===== src/rtl/fetch_ctrl.sv =====
// Instruction-fetch sequencer: owns the PC, drives the ROM address and registers the
// fetched instruction into a one-entry output stage with valid/ready handshake.
module fetch_ctrl #(
    parameter int unsigned ADDR_WIDTH  = 8,
    parameter int unsigned INSTR_WIDTH = 16,
    parameter logic [ADDR_WIDTH-1:0]  RESET_PC   = '0,
    parameter logic [INSTR_WIDTH-1:0] HALT_INSTR = '1
) (
    input  logic                   clk,
    input  logic                   rst_n,
    input  logic                   start,
    output logic [ADDR_WIDTH-1:0]  rom_addr,
    input  logic [INSTR_WIDTH-1:0] rom_instr,
    input  logic                   redirect_valid,
    input  logic [ADDR_WIDTH-1:0]  redirect_addr,
    output logic                   out_valid,
    input  logic                   out_ready,
    output logic [INSTR_WIDTH-1:0] out_instr,
    output logic [ADDR_WIDTH-1:0]  out_pc,
    output logic                   busy,
    output logic                   halted
);

    localparam logic [1:0] StIdle = 2'd0;
    localparam logic [1:0] StRun  = 2'd1;
    localparam logic [1:0] StHalt = 2'd2;

    logic [1:0]             state_q, state_d;
    logic [ADDR_WIDTH-1:0]  pc_q, pc_d;
    logic                   valid_q, valid_d;
    logic [INSTR_WIDTH-1:0] instr_q, instr_d;
    logic [ADDR_WIDTH-1:0]  opc_q, opc_d;
    logic                   fetch_en;

    assign fetch_en = !valid_q || out_ready;

    always_comb begin
        state_d = state_q;
        pc_d    = pc_q;
        valid_d = valid_q;
        instr_d = instr_q;
        opc_d   = opc_q;
        case (state_q)
            StIdle: begin
                if (start) state_d = StRun;
            end
            StRun: begin
                // A redirect squashes both the held output and this cycle's fetch, HALT included.
                if (redirect_valid) begin
                    pc_d    = redirect_addr;
                    valid_d = 1'b0;
                end else if (fetch_en) begin
                    instr_d = rom_instr;
                    opc_d   = pc_q;
                    valid_d = 1'b1;
                    if (rom_instr == HALT_INSTR) begin
                        state_d = StHalt;
                    end else begin
                        pc_d = pc_q + 1'b1;
                    end
                end
            end
            StHalt: begin
                if (start) begin
                    pc_d    = RESET_PC;
                    state_d = StRun;
                    valid_d = 1'b0;
                end else if (valid_q && out_ready) begin
                    valid_d = 1'b0;
                end
            end
            default: begin
                state_d = StIdle;
            end
        endcase
    end

    always_ff @(posedge clk or negedge rst_n) begin
        if (!rst_n) begin
            state_q <= StIdle;
            pc_q    <= RESET_PC;
            valid_q <= 1'b0;
            instr_q <= '0;
            opc_q   <= '0;
        end else begin
            state_q <= state_d;
            pc_q    <= pc_d;
            valid_q <= valid_d;
            instr_q <= instr_d;
            opc_q   <= opc_d;
        end
    end

    assign rom_addr  = pc_q;
    assign out_valid = valid_q;
    assign out_instr = instr_q;
    assign out_pc    = opc_q;
    assign busy      = (state_q == StRun);
    assign halted    = (state_q == StHalt);

endmodule


===== config.mk =====
export PLATFORM = sky130hd
export DESIGN_NAME = fetch_ctrl
export DESIGN_NICKNAME = d
export VERILOG_FILES = /design/src/rtl/fetch_ctrl.sv
export SDC_FILE = /design/constraint.sdc
export NUM_CORES = 1
export LEC_CHECK = 0
export CORE_MARGIN = 3
export CORE_UTILIZATION = 45
export CTS_BUF_LIST = sky130_fd_sc_hd__clkbuf_8
export DETAILED_ROUTE_END_ITERATION = 6
export GPL_TIMING_DRIVEN = 0
export MAX_ROUTING_LAYER = met4
export PLACE_DENSITY = 0.81
export SYNTH_ARGS = -nofsm -noshare
export SYNTH_HDL_FRONTEND = slang
export SYNTH_SLANG_ARGS = --single-unit

===== constraint.sdc =====
create_clock -name clk -period 2 [get_ports clk]
set_input_delay 0.3 -clock clk [delete_from_list [all_inputs] [get_ports clk]]
set_output_delay 0.3 -clock clk [all_outputs]
set_load 0.005 [all_outputs]

After elaboration in Yosys (flattened, before gate mapping)
Cells that the tools add are included.
- register bits after elaboration: 35
- input bits: 29
- output and inout port bits: 35
- equal/unequal tests: 11
- add/sub/neg operators: 1
- bitwise logic cells: 1
- mux-type cells: 15
- reductions and logical operators: 10
- operators by type and width (operator ; count):
    $mux 8 ; 4
    $eq 16x16->1 const B ; 1
    $pmux 8 s2 ; 1
    $add 8x1->8 const B ; 1
    $mux 2 ; 4
    $reduce_and 4->1 ; 2
    $ne 2x1->1 const B ; 3
    $ne 3x2->1 const B ; 2
    $reduce_and 3->1 ; 2
    $mux 1 ; 4
    $ne 2x2->1 const B ; 2
    $pmux 2 s2 ; 1
    $ne 3x3->1 const B ; 1
    $eq 2x1->1 const B ; 1
    $eq 2x2->1 const B ; 1
    $logic_not 2->1 ; 1
    $pmux 1 s2 ; 1
    $reduce_bool 2->1 ; 1
    $reduce_or 2->1 ; 1
    $logic_and 1x1->1 ; 1
    $logic_not 1->1 ; 1
    $logic_or 1x1->1 ; 1
    $not 1->1 ; 1

Longest topological paths before layout
- depth after elaboration: 5
- mapped depth: 7
- depth with buffers taken out: 6

Least setup slack after synthesis
OpenSTA, ideal clock, no wires.
- path type: reg-to-reg
- from: reg state_q[0]
- to: reg pc_q[1], in the netlist rom_addr[1]
- setup slack: 0.249 ns
- setup time: 0.125 ns
- data required time: 1.875 ns
- data arrival time: 1.626 ns
- buffers on the path: 0
- stages on the path, launching flop included: 7
- cell sequence: dfrtp_1 > inv_1 > ha_1 > nand2b_1 > o311ai_1 > a21oi_2 > mux2_2
- word-level cells in the longest chain between the ends: 3
- RTL lines (what ; RTL line ; RTL):
    from (decl) ; 28 ; logic [1:0] state_q, state_d;
    from (signal assigned) ; 80 ; state_q <= StIdle;
    from (signal assigned) ; 86 ; state_q <= state_d;
    $eq 2x2->1 (*) ; -- ;
    named net halted ; 21 ; output logic halted
    $ne 2x2->1 (no line) or $reduce_bool 2->1 (tied branches) ; -- ;
    $reduce_and 4->1 (no line) ; -- ;
    to (signal assigned) ; 87 ; pc_q <= pc_d;
    to (decl) ; 29 ; logic [ADDR_WIDTH-1:0] pc_q, pc_d;
Mark *: on every way through the listed nets, which the timed path passes. The rest lies on a longest branch.
A chain may end at the register's enable or synchronous reset.

Worst setup path after layout
- from: reg state_q[1]
- to: reg pc_q[7], in the netlist rom_addr[7]
- word-level cells in the longest chain between the ends: 3
- RTL lines (what ; RTL line ; RTL):
    $eq 2x1->1 or $eq 2x2->1 (tied branches) ; 43 ; case (state_q)
    $ne 3x3->1 (no line) (tied with other cells) ; -- ;
    $reduce_and 4->1 (no line) ; -- ;
Several ways; a longest one is shown, not always the timed one.

==> impl_metrics.csv <==
group,metric,value,unit
outcome,outcome,"finished with violations",
outcome,violations,"setup timing",
yosys,synth.top_cell.area_share,0.517,
placed_design,place_hpwl,3100,µm
yosys,synth_edf_count,0,
clocking,clock_sinks,35,
detailed_routing,via_per_inst,5.42,
clocking,root_buffer,"clkbuf_8",
yosys,yosysWarningCount,0,
floorplan,num_rows,21,
timing,final_max_slew_viol_count,0,
critical_path,worst-path-max-fanout,8,
global_route,antenna_found_initial,0,
timing,setup_viol,1,
global_route,grt_usage,0.202,
floorplan,start_util,0.488,
yosys,synth_nets,176,
detailed_routing,totalWireLength,4010,µm
detailed_routing,dr.pass1.iters,4,
timing,max_freq,495,MHz
timing,relSlewSlack,0.501,
floorplan,die_h,67.4,µm
yosys,synth_common_cells,"dfrtp_1, mux2_1, inv_1",
critical_path,r2r_cells,6,
critical_path,critPathKind,"flop to flop",
clocking,clock_latency,280,ps
global_route,globalRouteOverflowTotal,0,
clocking,h-tree-depth,2,
finish,final_cell_count_no_fill,259,
global_route,grt_pass1_wl,6620,µm
critical_path,endpoint_kind,"flop",
yosys,synth_top_cell_by_area,"dfrtp_1",
detailed_routing,drc,0,
finish,nFillCells,259,
detailed_routing,wl_per_cell,15.5,µm
timing,finalCritPeriodShare,1.01,
pwr,irDropWorstVdd,0.733,mV
critical_path,r2r_slack,-20,ps
pwr,cellPowerDensity,1420,nW/µm²
critical_path,critPathArrivalTime,2180,ps
global_route,grt_pass1_vias,1409,
clocking,clk_pin_slew,70,ps
placed_design,place_congestion,0.880,
critical_path,start_kind,"flop",
timing,finalSetupTns,-18.4,ps
detailed_routing,drtIter0Drc,45,
finish,syn2layout_area_growth,46.1,%
yosys,syn_avg_cell_area,11.8,µm²
floorplan,dieWidth,67.4,µm
placed_design,io_buffers,63,
global_route,grt_start_max_net_pins,36,
pwr,leakagePower,1.03,nW
yosys,synthArstFlopShare,1.00,
floorplan,pin_count,64,
yosys,synth_seq_area_share,0.517,
critical_path,required,2160,ps
finish,num_antenna_cells,0,
finish,drive_above_1_share,0.122,
yosys,synthTopCellsByArea,"dfrtp_1, mux2_1, mux2_2, ha_1, mux2i_1",
timing,worstMarginPinSlew,748,ps
yosys,ys_types,39,
placed_design,place_area,2380,µm²
run,maxCapViolations,0,
finish,num-nets-final,246,
timing,timing.hold.ws,83.0,ps
floorplan,die_area,4540,µm²
finish,fin_area,2470,µm²
yosys,synth.most_common_cell,"dfrtp_1",
timing,fin_ws,-18.4,ps
placed_design,placed_cells,252,
yosys,synth_area,1690,µm²
finish,utilization,0.714,
timing,post-route-min-period,2020,ps
clocking,cts_made_buffers,5,
detailed_routing,ant_nets,0,
timing,hold_violations,0,
yosys,synthFlopType,"dfrtp_1",
clocking,cts_tree,"built",
floorplan,core_area,3470,µm²
clocking,hold_buffers,0,
clocking,clk_path_buf_depth,2,
detailed_routing,vias,1404,
yosys,synthCells,143,
timing,clock_skew,3.78,ps
yosys,ys_ff_latch,35,
worst_hold_path,hold_class,"primary input to async pin",
through the flow:
step / setup slack, ps / total power [mW]
CTS: 2.22 / 3.55
detailed placement: -187 / 3.03
global placement: -144 / 2.94
floorplan: 249 / 2.05
global route: -98.8 / 3.81
finish: -18.4 / 3.52
cell usage in the layout (no fill, tap or decap), types with 2 or more instances in the layout:
master           Yosys  final
nand4_1              4      4
nor3_1               2      2
nand3_1              2      2
a21oi_1              2      2
nand2b_1             5      5
dfrtp_1             35     35
clkbuf_8             0      6
a211oi_1             3      3
o21ai_0              3      3
o21ai_1              4      4
buf_2                2      3
xnor2_1              2      2
clkdlybuf4s50_1      0     62
o21a_1               4      4
ha_1                 4      3
inv_1                9      9
mux2i_1              5      5
mux2_2               8      8
o311ai_0             2      2
mux2_1              15     15
nor2_1               7      7
nand2_1              6      6
cell type report:
| type | count | area [µm²] | share of cell area |
|---|---|---|---|
| multi-input cells | 96 | 781 | 0.315 |
| clock inverters | 1 | 5.00 | 0.00202 |
| clock buffers | 6 | 82.6 | 0.0334 |
| plain buffers | 3 | 13.8 | 0.00556 |
| repair buffers | 63 | 626 | 0.253 |
| inverters | 9 | 33.8 | 0.0137 |
| flip-flops and latches | 35 | 876 | 0.354 |
| well taps | 46 | 57.6 | 0.0233 |
logic make-up after synthesis:
family,count (synthesis),share of synthesized area
AO/OA/AOI/OAI,28,0.116
XOR/XNOR,2,0.0103
adder cells (fa/ha/maj),4,0.0295
buffers and inverters,12,0.0281
flip-flops,35,0.517
multiplexers,28,0.182
AND/OR/NAND/NOR,34,0.117
worst paths after layout:
kind                             from             to
min                             rst_n   out_instr[5]
max in group asynchronous       rst_n  out_instr[14]
max                        state_q[1]    rom_addr[7]
min in group clk            out_pc[3]      out_pc[3]
min reg2reg                 out_pc[3]      out_pc[3]
max reg2reg                state_q[1]    rom_addr[7]
metal layers:
metal / up-vias / global-route usage / part of all wire
met3: 7 / 0.0466 / 0.075
li1: 660 / - / -
met1: 682 / 0.249 / 0.42
met2: 55 / 0.323 / 0.49
met5: - / - / 0
met4: 0 / 0.0785 / 0.013
flip-flops by register name, summed over array words and instances, names as in the netlist:
name / cells
out_instr: 16
out_pc: 8
out_valid: 1
rom_addr: 8
state_q: 2
worst max-delay path, stage by stage, from the launching register on:
cell	delay (ps)
dfrtp_1	400
inv_1	90
ha_1	180
inv_1	100
o311ai_1	600
a21oi_4	160
mux2_1	370
timing repair:
item	CTS	global route
setup buffers	0	0
endpoints found under the hold margin	0	0
gates resized for setup	0	2
endpoints found under the setup margin	0	4
power breakdown:
| group | internal (mW) | switching, mW | total (mW) |
|---|---|---|---|
| sequential | 1.06 | 0.268 | 1.33 |
| clock | 0.270 | 0.238 | 0.507 |
| combinational | 1.05 | 0.633 | 1.69 |
No activity file was read; power rests on OpenSTA's default activity.
